**config.mk**
```make
export PLATFORM = sky130hd
export DESIGN_NAME = wb_uart_tx_flat
export DESIGN_NICKNAME = d
export VERILOG_FILES = /design/src/rtl/wb_uart_tx_pkg.sv /design/src/rtl/wb_uart_tx_if.sv /design/src/rtl/wb_uart_tx_fifo.sv /design/src/rtl/wb_uart_tx.sv /design/src/flat_wrapper.sv
export SDC_FILE = /design/constraint.sdc
export NUM_CORES = 1
export LEC_CHECK = 0
export CAP_MARGIN = 5
export CORE_MARGIN = 5
export CORE_UTILIZATION = 59
export CTS_CLUSTER_SIZE = 28
export DETAILED_ROUTE_END_ITERATION = 6
export PLACE_DENSITY = 0.95
export SLEW_MARGIN = 20
export SYNTH_ARGS = -nofsm -noshare
export SYNTH_HDL_FRONTEND = slang
export SYNTH_SLANG_ARGS = --single-unit
```
**constraint.sdc**
```tcl
create_clock -name clk -period 5.6 [get_ports clk]
set_clock_uncertainty 0.05 [all_clocks]
set_input_delay 1.12 -clock clk [delete_from_list [all_inputs] [get_ports clk]]
set_output_delay 1.12 -clock clk [all_outputs]
set_load 0.03 [all_outputs]
```
**src/rtl/wb_uart_tx_pkg.sv**
```systemverilog
// Shared definitions for the Wishbone UART transmitter.
//   - tx_state_e : transmit FSM states (StParity only with WB_UART_TX_PARITY_EN)
//   - REG_*      : register offsets decoded from wb_adr_i[1:0]
//   - STATUS_* / CTRL_* : bit positions inside the STATUS and CTRL registers
//   - calc_divisor : clocks per bit, rounded to nearest
// Optional feature macro: WB_UART_TX_PARITY_EN (even parity bit after the data bits).
package wb_uart_tx_pkg;

  typedef enum logic [2:0] {
    StIdle,
    StStart,
    StData,
`ifdef WB_UART_TX_PARITY_EN
    StParity,
`endif
    StStop
  } tx_state_e;

  localparam logic [1:0] REG_DATA   = 2'd0;
  localparam logic [1:0] REG_STATUS = 2'd1;
  localparam logic [1:0] REG_CTRL   = 2'd2;

  localparam int unsigned STATUS_EMPTY     = 0;
  localparam int unsigned STATUS_FULL      = 1;
  localparam int unsigned STATUS_BUSY      = 2;
  localparam int unsigned STATUS_OVF       = 3;
  localparam int unsigned STATUS_LEVEL_LSB = 8;

  localparam int unsigned CTRL_FLUSH   = 0;
  localparam int unsigned CTRL_CLR_OVF = 1;
  localparam int unsigned CTRL_IRQ_EN  = 2;

  function automatic int unsigned calc_divisor(input int unsigned sys_freq_hz,
                                               input int unsigned baud_rate);
    return (sys_freq_hz + baud_rate / 2) / baud_rate;
  endfunction

endpackage

```
**src/rtl/wb_uart_tx_if.sv**
```systemverilog
// Wishbone slave bus bundle for wb_uart_tx.
//   master : drives stb/cyc/we/sel/adr/dat_i, samples dat_o/ack_o
//   slave  : the UART side, returns registered dat_o and single-cycle ack_o
interface wb_uart_tx_if #(
  parameter int unsigned ADDR_WIDTH = 32,
  parameter int unsigned DATA_WIDTH = 32
);
  logic                  wb_stb_i;
  logic                  wb_cyc_i;
  logic                  wb_we_i;
  logic [3:0]            wb_sel_i;
  logic [ADDR_WIDTH-1:0] wb_adr_i;
  logic [DATA_WIDTH-1:0] wb_dat_i;
  logic [DATA_WIDTH-1:0] wb_dat_o;
  logic                  wb_ack_o;

  modport master (
    output wb_stb_i, wb_cyc_i, wb_we_i, wb_sel_i, wb_adr_i, wb_dat_i,
    input  wb_dat_o, wb_ack_o
  );

  modport slave (
    input  wb_stb_i, wb_cyc_i, wb_we_i, wb_sel_i, wb_adr_i, wb_dat_i,
    output wb_dat_o, wb_ack_o
  );
endinterface

```
**src/rtl/wb_uart_tx_fifo.sv**
```systemverilog
// Synchronous FIFO holding bytes waiting to be transmitted.
//   clk, resetn : clock, asynchronous active-high reset
//   push_i      : write wdata_i (ignored when full, judged before the edge)
//   pop_i       : advance read pointer (ignored when empty); rdata_o is the head
//   flush_i     : discard all content (wins over push/pop)
//   full_o, empty_o, level_o : occupancy, level is FIFO_ADDR_SIZE+1 bits
module uart_tx_fifo #(
  parameter int unsigned FIFO_ADDR_SIZE = 4,
  parameter int unsigned WIDTH          = 8
) (
  input  logic                    clk,
  input  logic                    resetn,
  input  logic                    push_i,
  input  logic                    pop_i,
  input  logic                    flush_i,
  input  logic [WIDTH-1:0]        wdata_i,
  output logic [WIDTH-1:0]        rdata_o,
  output logic                    full_o,
  output logic                    empty_o,
  output logic [FIFO_ADDR_SIZE:0] level_o
);
  localparam int unsigned Depth = 2 ** FIFO_ADDR_SIZE;
  localparam logic [FIFO_ADDR_SIZE:0] DepthLevel = Depth[FIFO_ADDR_SIZE:0];

  logic [WIDTH-1:0]          mem_q [Depth];
  logic [FIFO_ADDR_SIZE-1:0] wr_ptr_q, wr_ptr_d;
  logic [FIFO_ADDR_SIZE-1:0] rd_ptr_q, rd_ptr_d;
  logic [FIFO_ADDR_SIZE:0]   level_q, level_d;
  logic                      do_push, do_pop;

  assign full_o  = (level_q == DepthLevel);
  assign empty_o = (level_q == '0);
  assign level_o = level_q;
  assign rdata_o = mem_q[rd_ptr_q];

  assign do_push = push_i & ~full_o & ~flush_i;
  assign do_pop  = pop_i & ~empty_o & ~flush_i;

  always_comb begin
    wr_ptr_d = wr_ptr_q;
    rd_ptr_d = rd_ptr_q;
    level_d  = level_q;
    if (flush_i) begin
      wr_ptr_d = '0;
      rd_ptr_d = '0;
      level_d  = '0;
    end else begin
      if (do_push) wr_ptr_d = wr_ptr_q + 1'b1;
      if (do_pop)  rd_ptr_d = rd_ptr_q + 1'b1;
      unique case ({do_push, do_pop})
        2'b10:   level_d = level_q + 1'b1;
        2'b01:   level_d = level_q - 1'b1;
        default: level_d = level_q;
      endcase
    end
  end

  always_ff @(posedge clk or posedge resetn) begin
    if (resetn) begin
      wr_ptr_q <= '0;
      rd_ptr_q <= '0;
      level_q  <= '0;
    end else begin
      wr_ptr_q <= wr_ptr_d;
      rd_ptr_q <= rd_ptr_d;
      level_q  <= level_d;
    end
  end

  // Storage needs no reset: level_q gates every read.
  always_ff @(posedge clk) begin
    if (do_push) mem_q[wr_ptr_q] <= wdata_i;
  end

endmodule

```
**src/rtl/wb_uart_tx.sv**
```systemverilog
// Wishbone-attached UART transmitter (8N1, LSB first) with a byte FIFO.
//   clk, resetn : clock, asynchronous active-high reset
//   wb          : Wishbone slave (wb_uart_tx_if.slave); regs at wb_adr_i[1:0]
//                 0 DATA(W) push byte, 1 STATUS(R), 2 CTRL(W) flush/clr_ovf/irq_en
//   uart_txd    : serial output, idle high
//   tx_irq      : level interrupt, irq_en & fifo empty & transmitter idle (registered)
// Optional feature macro: WB_UART_TX_PARITY_EN adds an even parity bit (11-bit frame).
module wb_uart_tx
  import wb_uart_tx_pkg::*;
#(
  parameter int unsigned ADDR_WIDTH      = 32,
  parameter int unsigned DATA_WIDTH      = 32,
  parameter int unsigned SYS_FREQ_HZ     = 1_000_000,
  parameter int unsigned BAUD_RATE       = 100_000,
  parameter int unsigned FIFO_ADDR_SIZE  = 4,
  parameter int unsigned UART_DATA_WIDTH = 8
) (
  input  logic         clk,
  input  logic         resetn,
  wb_uart_tx_if.slave  wb,
  output logic         uart_txd,
  output logic         tx_irq
);
  localparam int unsigned DIVISOR = calc_divisor(SYS_FREQ_HZ, BAUD_RATE);
  localparam int unsigned CntW    = (DIVISOR > 1) ? $clog2(DIVISOR) : 1;
  localparam int unsigned IdxW    = (UART_DATA_WIDTH > 1) ? $clog2(UART_DATA_WIDTH) : 1;
  localparam logic [CntW-1:0] CntLoad = CntW'(DIVISOR - 1);
  localparam logic [IdxW-1:0] LastIdx = IdxW'(UART_DATA_WIDTH - 1);

  // Bus side
  logic                        access, wr_access, rd_access, ctrl_wr, fifo_push, fifo_flush;
  logic [1:0]                  reg_sel;
  logic [DATA_WIDTH-1:0]       status;
  logic                        ack_q, ack_d;
  logic [DATA_WIDTH-1:0]       dat_q, dat_d;
  logic                        ovf_q, ovf_d;
  logic                        irq_en_q, irq_en_d;
  logic                        tx_irq_q, tx_irq_d;
  logic                        unused_bus;

  // FIFO
  logic                        fifo_pop, fifo_full, fifo_empty;
  logic [UART_DATA_WIDTH-1:0]  fifo_rdata;
  logic [FIFO_ADDR_SIZE:0]     fifo_level;

  // Transmit FSM
  tx_state_e                   state_q, state_d;
  logic [CntW-1:0]             cnt_q, cnt_d;
  logic [IdxW-1:0]             idx_q, idx_d;
  logic [UART_DATA_WIDTH-1:0]  shift_q, shift_d;
  logic                        txd_q, txd_d;
  logic                        bit_done, load_frame;
`ifdef WB_UART_TX_PARITY_EN
  logic                        par_q, par_d;
`endif

  assign reg_sel    = wb.wb_adr_i[1:0];
  assign access     = wb.wb_stb_i & wb.wb_cyc_i & ~ack_q;
  assign wr_access  = access & wb.wb_we_i;
  assign rd_access  = access & ~wb.wb_we_i;
  assign fifo_push  = wr_access & (reg_sel == REG_DATA);
  assign ctrl_wr    = wr_access & (reg_sel == REG_CTRL);
  assign fifo_flush = ctrl_wr & wb.wb_dat_i[CTRL_FLUSH];
  assign unused_bus = ^{wb.wb_sel_i, wb.wb_adr_i, wb.wb_dat_i};

  uart_tx_fifo #(
    .FIFO_ADDR_SIZE (FIFO_ADDR_SIZE),
    .WIDTH          (UART_DATA_WIDTH)
  ) u_fifo (
    .clk     (clk),
    .resetn  (resetn),
    .push_i  (fifo_push),
    .pop_i   (fifo_pop),
    .flush_i (fifo_flush),
    .wdata_i (wb.wb_dat_i[UART_DATA_WIDTH-1:0]),
    .rdata_o (fifo_rdata),
    .full_o  (fifo_full),
    .empty_o (fifo_empty),
    .level_o (fifo_level)
  );

  always_comb begin
    status                              = '0;
    status[STATUS_EMPTY]                = fifo_empty;
    status[STATUS_FULL]                 = fifo_full;
    status[STATUS_BUSY]                 = (state_q != StIdle);
    status[STATUS_OVF]                  = ovf_q;
    status[STATUS_LEVEL_LSB +: 8]       = 8'(fifo_level);
  end

  always_comb begin
    ack_d    = access;
    dat_d    = (rd_access && reg_sel == REG_STATUS) ? status : '0;
    ovf_d    = ovf_q;
    if (fifo_push && fifo_full) begin
      ovf_d = 1'b1;
    end else if (ctrl_wr && wb.wb_dat_i[CTRL_CLR_OVF]) begin
      ovf_d = 1'b0;
    end
    irq_en_d = ctrl_wr ? wb.wb_dat_i[CTRL_IRQ_EN] : irq_en_q;
    tx_irq_d = irq_en_q & fifo_empty & (state_q == StIdle);
  end

  assign bit_done = (cnt_q == '0);

  always_comb begin
    state_d    = state_q;
    cnt_d      = cnt_q;
    idx_d      = idx_q;
    shift_d    = shift_q;
    txd_d      = txd_q;
    fifo_pop   = 1'b0;
    load_frame = 1'b0;
`ifdef WB_UART_TX_PARITY_EN
    par_d      = par_q;
`endif
    if (state_q != StIdle && !bit_done) cnt_d = cnt_q - 1'b1;

    unique case (state_q)
      StIdle: begin
        txd_d      = 1'b1;
        load_frame = ~fifo_empty;
      end
      StStart: begin
        if (bit_done) begin
          state_d = StData;
          idx_d   = '0;
          cnt_d   = CntLoad;
          txd_d   = shift_q[0];
          shift_d = shift_q >> 1;
        end
      end
      StData: begin
        if (bit_done) begin
          cnt_d = CntLoad;
          if (idx_q == LastIdx) begin
`ifdef WB_UART_TX_PARITY_EN
            state_d = StParity;
            txd_d   = par_q;
`else
            state_d = StStop;
            txd_d   = 1'b1;
`endif
          end else begin
            idx_d   = idx_q + 1'b1;
            txd_d   = shift_q[0];
            shift_d = shift_q >> 1;
          end
        end
      end
`ifdef WB_UART_TX_PARITY_EN
      StParity: begin
        if (bit_done) begin
          state_d = StStop;
          cnt_d   = CntLoad;
          txd_d   = 1'b1;
        end
      end
`endif
      StStop: begin
        if (bit_done) begin
          // Chain straight into the next start bit when more data is queued.
          if (!fifo_empty) begin
            load_frame = 1'b1;
          end else begin
            state_d = StIdle;
            txd_d   = 1'b1;
          end
        end
      end
      default: state_d = StIdle;
    endcase

    if (load_frame) begin
      fifo_pop = 1'b1;
      state_d  = StStart;
      cnt_d    = CntLoad;
      shift_d  = fifo_rdata;
      txd_d    = 1'b0;
`ifdef WB_UART_TX_PARITY_EN
      par_d    = ^fifo_rdata;
`endif
    end
  end

  always_ff @(posedge clk or posedge resetn) begin
    if (resetn) begin
      ack_q    <= 1'b0;
      dat_q    <= '0;
      ovf_q    <= 1'b0;
      irq_en_q <= 1'b0;
      tx_irq_q <= 1'b0;
      state_q  <= StIdle;
      cnt_q    <= '0;
      idx_q    <= '0;
      shift_q  <= '0;
      txd_q    <= 1'b1;
`ifdef WB_UART_TX_PARITY_EN
      par_q    <= 1'b0;
`endif
    end else begin
      ack_q    <= ack_d;
      dat_q    <= dat_d;
      ovf_q    <= ovf_d;
      irq_en_q <= irq_en_d;
      tx_irq_q <= tx_irq_d;
      state_q  <= state_d;
      cnt_q    <= cnt_d;
      idx_q    <= idx_d;
      shift_q  <= shift_d;
      txd_q    <= txd_d;
`ifdef WB_UART_TX_PARITY_EN
      par_q    <= par_d;
`endif
    end
  end

  assign wb.wb_ack_o = ack_q;
  assign wb.wb_dat_o = dat_q;
  assign uart_txd    = txd_q;
  assign tx_irq      = tx_irq_q;

endmodule

```
**src/flat_wrapper.sv**
```systemverilog
// flat-port wrapper written by rule: the top's interface ports become plain ports
module wb_uart_tx_flat import wb_uart_tx_pkg::*;
#(
  parameter int unsigned ADDR_WIDTH      = 32,
  parameter int unsigned DATA_WIDTH      = 32,
  parameter int unsigned SYS_FREQ_HZ     = 1_000_000,
  parameter int unsigned BAUD_RATE       = 100_000,
  parameter int unsigned FIFO_ADDR_SIZE  = 4,
  parameter int unsigned UART_DATA_WIDTH = 8
)
  (clk, resetn, uart_txd, tx_irq, wb_wb_stb_i, wb_wb_cyc_i, wb_wb_we_i, wb_wb_sel_i, wb_wb_adr_i, wb_wb_dat_i, wb_wb_dat_o, wb_wb_ack_o);
  wb_uart_tx_if #(.ADDR_WIDTH(ADDR_WIDTH), .DATA_WIDTH(DATA_WIDTH)) wb_i ();
  input  logic clk;
  input  logic resetn;
  output logic uart_txd;
  output logic tx_irq;
  input wire logic [$bits(wb_i.wb_stb_i)-1:0] wb_wb_stb_i;
  input wire logic [$bits(wb_i.wb_cyc_i)-1:0] wb_wb_cyc_i;
  input wire logic [$bits(wb_i.wb_we_i)-1:0] wb_wb_we_i;
  input wire logic [$bits(wb_i.wb_sel_i)-1:0] wb_wb_sel_i;
  input wire logic [$bits(wb_i.wb_adr_i)-1:0] wb_wb_adr_i;
  input wire logic [$bits(wb_i.wb_dat_i)-1:0] wb_wb_dat_i;
  output wire logic [$bits(wb_i.wb_dat_o)-1:0] wb_wb_dat_o;
  output wire logic [$bits(wb_i.wb_ack_o)-1:0] wb_wb_ack_o;
  assign wb_i.wb_stb_i = wb_wb_stb_i;
  assign wb_i.wb_cyc_i = wb_wb_cyc_i;
  assign wb_i.wb_we_i = wb_wb_we_i;
  assign wb_i.wb_sel_i = wb_wb_sel_i;
  assign wb_i.wb_adr_i = wb_wb_adr_i;
  assign wb_i.wb_dat_i = wb_wb_dat_i;
  assign wb_wb_dat_o = wb_i.wb_dat_o;
  assign wb_wb_ack_o = wb_i.wb_ack_o;
  wb_uart_tx #(.ADDR_WIDTH(ADDR_WIDTH), .DATA_WIDTH(DATA_WIDTH), .SYS_FREQ_HZ(SYS_FREQ_HZ), .BAUD_RATE(BAUD_RATE), .FIFO_ADDR_SIZE(FIFO_ADDR_SIZE), .UART_DATA_WIDTH(UART_DATA_WIDTH)) u_core (.clk(clk), .resetn(resetn), .wb(wb_i), .uart_txd(uart_txd), .tx_irq(tx_irq));
endmodule
```
==> summary.txt, run 1 <==
run status: finished, final reports clean
PD cells: 492.1 nW/µm²
first-pass GRT wire length: 24,320 µm
fmax: 231.2 MHz
drt first pass iters: 5
Seq/Total Area, Yosys: 65.62%
die width: 123.0 µm
1st-iter DRT viols: 666
Routed Antenna Nets: 0
Top-Level Pins: 108
Syn-to-layout area delta: 12.52%
Avg Cell Area, Syn: 15.51 µm²
All-Layer GR Usage: 22.18%
post-DP HPWL: 9388 µm
worst setup path class: input pin to flip-flop
post-CTS sizing: 0
CP endpoint kind: flip-flop
vias in the first global route: 4,417
Tmin final: 4324 ps
Final setup viols: 0
area of the die: 15,140 µm²
Synth Warn #: 0
CP startpoint kind: input pin
sw frac: 35.36%
cell area after synthesis: 7537 µm²
Placeable Area: 12,570 µm²
total of max-cap violations: 0
Rows: 41
DR DRC count: 0
clk root buf: clkbuf_16
Post-synth ARST share: 25.58%
Synth Area in XOR/XNOR: 0.9296%
cells after synthesis: 486
flops & latches, synth: 172
post-place instance area: 7855 µm²
setup_tns: 0 ps
sequential power share: 40.8%
WP data arrival: 4620 ps
IO buf count: 26
# diodes: 0
GP Congestion: 0.8373
crit-path max FO: 18
# fillers: 781
Vias: 4,378
NetSw: 1.476 mW
final period utilization: 77.22%
worst-margin pin slew: 964.6 ps
Post-Layout Inst Area: 8481 µm²
postcts setup bufs: 0
CP required: 5890 ps
Pwr Total: 4.174 mW
worst rel slew slack: 34.79%
largest family of logic cells by synthesized area: multiplexers
fin. max-slew vios: 0
pin count of the biggest net entering global routing: 45
Hold Crit Class: flip-flop to flip-flop
number of H-tree levels: 4
Pleak: 3.050 nW
post-synthesis compound-gate area fraction: 7.918%
top_reg_cell synth: edfxtp_1
Via density: 6.254
die height: 123.0 µm
gr ovfl total: 0
Comb pwr share: 30.2%
CTS Buf Count: 17
internal power: 2.698 mW
unrepaired setup endpoints after global routing: false
simple-gate share of the synthesized area: 7.005%
layout cell share with drive strength beyond 1: 18.37%
Synth Area in Adders: 2.988%
Post-synth EDFFs: 128
wirelength, routed: 15,710 µm
Sink Count: 172
CTS clk-pin slew, worst paths: 70 ps
VDD IR-drop max: 0.0002518 V
proportion of synthesized area in mux cells: 10.33%
synth unique cells: 64
Clock Tree Buf Depth: 2
clock network power share: 29.0%
Initial Util: 59.97%
Final Util: 67.48%
NumNets Final: 606
Final Hold Viols: 0
antenna violations before repair: 0
number of hold buffers added after cts: 0
CTS tree: done
WL/cell: 22.44 µm
Skew-Pair Late Insertion Delay: 430 ps
critical path: stages:
cell and delay, ps:
clkdlybuf4s50_1 960, and3_1 650, nor2_1 140, ha_1 340, xor2_1 180, ha_1 240, a211o_2 310, a21oi_1 140
a221oi_1 70, or3_1 330, a21oi_1 150
per-stage QoR:
stage | hold WS (ps) | setup WS [ps] | std cells
floorplan | 408.4 | 1762 | 508
detailed placement | 445.9 | 883.9 | 668
global placement | 422.3 | 1038 | 668
finish | 463.0 | 1276 | 700
global route | 488.5 | 1092 | 700
CTS | 463.7 | 1287 | 700
power groups by stage:
stage,clock [mW],combinational [mW],sequential (mW)
detailed placement,0,1.21,1.72
finish,1.21,1.26,1.70
CTS,1.22,1.24,1.70
global route,1.27,1.36,1.73
floorplan,0,1.10,1.60
global placement,0,1.13,1.70
synthesized netlist by cell type (all sizes together), types with 4 or more instances:
cell	number	share of area (%)
a22oi	17	1.7
nor4	5	0.61
and2	12	1.0
mux4	32	9.6
nand3	6	0.40
and3	4	0.37
nor2	26	1.3
xor2	5	0.58
inv	20	1.0
o21ai	13	0.86
a21o	4	0.42
clkbuf	8	0.68
nor3	7	0.46
nand2	17	0.85
edfxtp	128	51
dfrtp	43	14
a21oi	34	2.3
buf	38	3.5
ha	18	3.0
cell families after synthesis:
family / after synthesis
adders and majority gates: 18
muxes: 37
and+or+nand+nor: 96
buffers and inverters: 66
xor gates and xnor gates: 8
DFF: 172
other: 1
AOI/OAI and AO/OA: 88
registers in the layout, indices dropped and copies added, names as in the netlist:
name and flops:
u_core.cnt_q 4, u_core.u_fifo.mem_q 128, u_core.u_fifo.rd_ptr_q 4, u_core.shift_q 8, u_core.idx_q 3, u_core.irq_en_q 1, u_core.u_fifo.wr_ptr_q 4, u_core.state_q 2
u_core.wb.wb_dat_o 9, u_core.u_fifo.level_o 5, u_core.tx_irq 1, u_core.ovf_q 1, u_core.uart_txd 1, u_core.wb.wb_ack_o 1
cells in the final DEF (no fill, tap or decap), types with 4 or more instances in the layout:
cell             count
a21oi_1             33
ha_1                18
nand3_1              6
inv_1               18
nand2_1             17
o21ai_1              4
and2_1              11
nor4_1               4
nor2_1              26
nor3_1               5
o21ai_0              9
edfxtp_1           128
inv_8                6
a22oi_1             17
dfrtp_1             42
clkdlybuf4s50_1     26
conb_1              23
clkbuf_16           17
buf_4                8
xor2_1               5
mux4_2              32
routing by layer:
| layer | global-route usage, % | vias up | share of wire (%) |
|---|---|---|---|
| met3 | 5.627 | 41 | 8.3 |
| met4 | 8.166 | 0 | 2.6 |
| li1 | - | 1882 | - |
| met1 | 27.71 | 2206 | 38 |
| met2 | 37.75 | 249 | 51 |
| met5 | 0 | - | 0 |
final timing paths:
check / start / to / slack (ps) / cells past startpoint
min reg2reg: u_core.ovf_q / u_core.ovf_q / 460 / 2
max in group asynchronous: resetn / u_core.u_fifo.rd_ptr_q[0] / 3960 / 3
min in group asynchronous: resetn / u_core.wb.wb_dat_o[9] / 1110 / 3
min: u_core.ovf_q / u_core.ovf_q / 460 / 2
max reg2reg: u_core.u_fifo.level_o[2] / u_core.u_fifo.level_o[4] / 1840 / 11
max: wb_wb_dat_i[0] / u_core.u_fifo.level_o[4] / 1280 / 11
cell type report:
class	instances	area (µm²)	share of cell area (%)
timing repair buffer	34	320.3	3.777
tap	172	215.2	2.538
clock inverter	15	188.9	2.228
multi-input combinational	270	2306	27.19
sequential	172	4950	58.37
clock buffer	17	425.4	5.016
inverter	20	75.07	0.8852
Power figures use the tool's default switching activity.
==> run 2, diff against run 1 <==
--- a/config.mk
+++ b/config.mk
@@ -7,10 +7,10 @@
 export LEC_CHECK = 0
 export CAP_MARGIN = 5
 export CORE_MARGIN = 5
-export CORE_UTILIZATION = 59
+export CORE_UTILIZATION = 49
 export CTS_CLUSTER_SIZE = 28
 export DETAILED_ROUTE_END_ITERATION = 6
-export PLACE_DENSITY = 0.95
+export PLACE_DENSITY = 0.87
 export SLEW_MARGIN = 20
 export SYNTH_ARGS = -nofsm -noshare
 export SYNTH_HDL_FRONTEND = slang
==> constraint.sdc (replaced) <==
create_clock -name clk -period 3.8 [get_ports clk]
set_clock_uncertainty 0.05 [all_clocks]
set_input_delay 0.76 -clock clk [delete_from_list [all_inputs] [get_ports clk]]
set_output_delay 0.76 -clock clk [all_outputs]
set_load 0.03 [all_outputs]
==> run 2 against run 1 <==
Effect of this change:
- critical path depth up 2
- highest routed layer unchanged
- final cell count up 4.3%
- non-clock buffer count up 14
- global-route usage down 4.4 points
- worst setup slack worse by 750 ps
- core utilization down 11 points
- sequential share of layout area down 0.74 points
- sequential power up 44%
- clock power up 42%
- routed wire length down 2.3%
==> summary.txt, run 2 (synthesis results as in run 1) <==
run status: finished, final reports clean
Initial Util: 49.76%
layout cell share with drive strength beyond 1: 20.30%
die width: 134.0 µm
clock network power share: 28.3%
unrepaired setup endpoints after global routing: false
Hold Crit Class: flip-flop to flip-flop
CTS Buf Count: 17
Skew-Pair Late Insertion Delay: 430 ps
final period utilization: 86.26%
Top reg by flops: u_core.u_fifo.mem_q
Top-Level Pins: 108
pin count of the biggest net entering global routing: 35
Clock Tree Buf Depth: 2
crit-path cells: clkdlybuf4s50_1, nand3b_1, nor2_1, and3_1, nor2_1, ha_1, xor2_1, ha_1, a211o_2, a21oi_1, a221oi_1, or3_1, a21oi_1
post-CTS sizing: 0
VDD IR-drop max: 0.0004270 V
CP endpoint kind: flip-flop
All-Layer GR Usage: 17.77%
worst-margin pin slew: 956.8 ps
die height: 134.0 µm
Pwr Total: 6.075 mW
Largest register FFs: 128
Routed Antenna Nets: 0
1st-iter DRT viols: 481
number of hold buffers added after cts: 0
register area: 4947 µm²
postcts setup bufs: 0
GP Congestion: 0.7817
Final setup viols: 0
number of H-tree levels: 4
total of max-cap violations: 0
internal power: 3.937 mW
first-pass GRT wire length: 24,030 µm
CP startpoint kind: input pin
footprint of the multi-input gates: 2291 µm²
Pleak: 3.114 nW
Via density: 5.960
Tmin final: 3278 ps
Crit path largest cell delay: 460 ps
Comb pwr share: 31.5%
PD cells: 707.6 nW/µm²
WP data arrival: 3580 ps
# diodes: 0
post-DP HPWL: 9675 µm
Sink Count: 172
NumNets Final: 620
sequential power share: 40.2%
CTS tree: done
area of the die: 17,960 µm²
CP required: 4100 ps
wirelength, routed: 15,350 µm
clk root buf: clkbuf_16
Syn-to-layout area delta: 13.91%
antenna violations before repair: 0
crit-path max FO: 4
sw frac: 35.20%
most frequent cells in the layout: edfxtp_1 (128), dfrtp_1 (42), a21oi_1 (33)
DR DRC count: 0
worst hold margin: 463.8 ps
worst setup path class: input pin to flip-flop
gr ovfl total: 0
vias in the first global route: 4,347
worst rel slew slack: 36.09%
NetSw: 2.138 mW
# fillers: 1,084
setup_tns: 0 ps
IO buf count: 26
Final Hold Viols: 0
CTS clk-pin slew, worst paths: 70 ps
Vias: 4,351
WL/cell: 21.03 µm
commonest non-fill, non-tap cell in the layout: edfxtp_1
fin. max-slew vios: 0
Final Util: 56.69%
CP max-delay cell: clkdlybuf4s50_1
Rows: 45
drt first pass iters: 5
fmax: 305.1 MHz
Placeable Area: 15,150 µm²
## run 2: cell types whose count changed in the layout (fill, tap and decap cells not counted), sizes merged
cell and change:
clkinv +3, buf +14, inv -2, bufinv -1
## run 2: layer usage
| metal | global-route usage [%] | vias to the layer above | wire, µm |
|---|---|---|---|
| met3 | 3.788 | 27 | 1113 |
| met5 | 0 | - | 0 |
| met4 | 5.826 | 0 | 246 |
| met2 | 31.25 | 213 | 8259 |
| met1 | 22.06 | 2204 | 5732 |
| li1 | - | 1907 | - |
## run 2: final timing paths
kind / from / slack, ps / endpoint / cells after the start
worst max-delay path: wb_wb_stb_i / 520 / u_core.u_fifo.level_o[4] / 13
worst min-delay path: u_core.irq_en_q / 460 / u_core.irq_en_q / 1
worst max register to register: u_core.u_fifo.level_o[2] / 630 / u_core.u_fifo.level_o[4] / 11
worst min register to register: u_core.irq_en_q / 460 / u_core.irq_en_q / 1
max in group asynchronous: resetn / 2280 / u_core.u_fifo.rd_ptr_q[0] / 3
min in group asynchronous: resetn / 670 / u_core.wb.wb_dat_o[0] / 2
## run 2: layout make-up
cell class,instances,share of cell area (%)
sequential,172,57.62
multi-input combinational,270,26.68
timing repair buffer,48,5.101
clock buffer,17,4.955
tap,188,2.740
clock inverter,15,2.026
inverter,20,0.8744
## run 2: critical path: cells and delay by family
kind,cells,cell delay [ps]
and+or+nand+nor,5,1030
AOI/OAI and AO/OA,4,710
adders and majority gates,2,480
buffers and inverters,1,460
xor gates and xnor gates,1,150
## run 2: stage by stage
stage / instances / setup slack [ps] / cell area (µm²)
after global routing: 730 / 301.2 / 8586
after floorplan: 508 / 321.9 / 7620
final: 730 / 522.0 / 8586
after CTS: 730 / 557.7 / 8579
after global placement: 698 / 243.3 / 7980
after detailed placement: 698 / 115.9 / 7980
## run 2: power by group through the flow
| stage | clock (mW) | combinational [mW] | sequential (mW) |
|---|---|---|---|
| after floorplan | 0 | 1.62 | 2.35 |
| after global placement | 0 | 1.76 | 2.46 |
| after detailed placement | 0 | 1.87 | 2.48 |
| after CTS | 1.74 | 1.90 | 2.44 |
| after global routing | 1.82 | 2.10 | 2.48 |
| final | 1.72 | 1.91 | 2.44 |
==> run 3, diff against run 2 <==
--- a/config.mk
+++ b/config.mk
@@ -8,6 +8,7 @@
 export CAP_MARGIN = 5
 export CORE_MARGIN = 5
 export CORE_UTILIZATION = 49
+export CTS_CLUSTER_DIAMETER = 80
 export CTS_CLUSTER_SIZE = 28
 export DETAILED_ROUTE_END_ITERATION = 6
 export PLACE_DENSITY = 0.87
==> results of run 3 <==
Same layout as run 2: the final DEF is identical, and so are final timing and power.
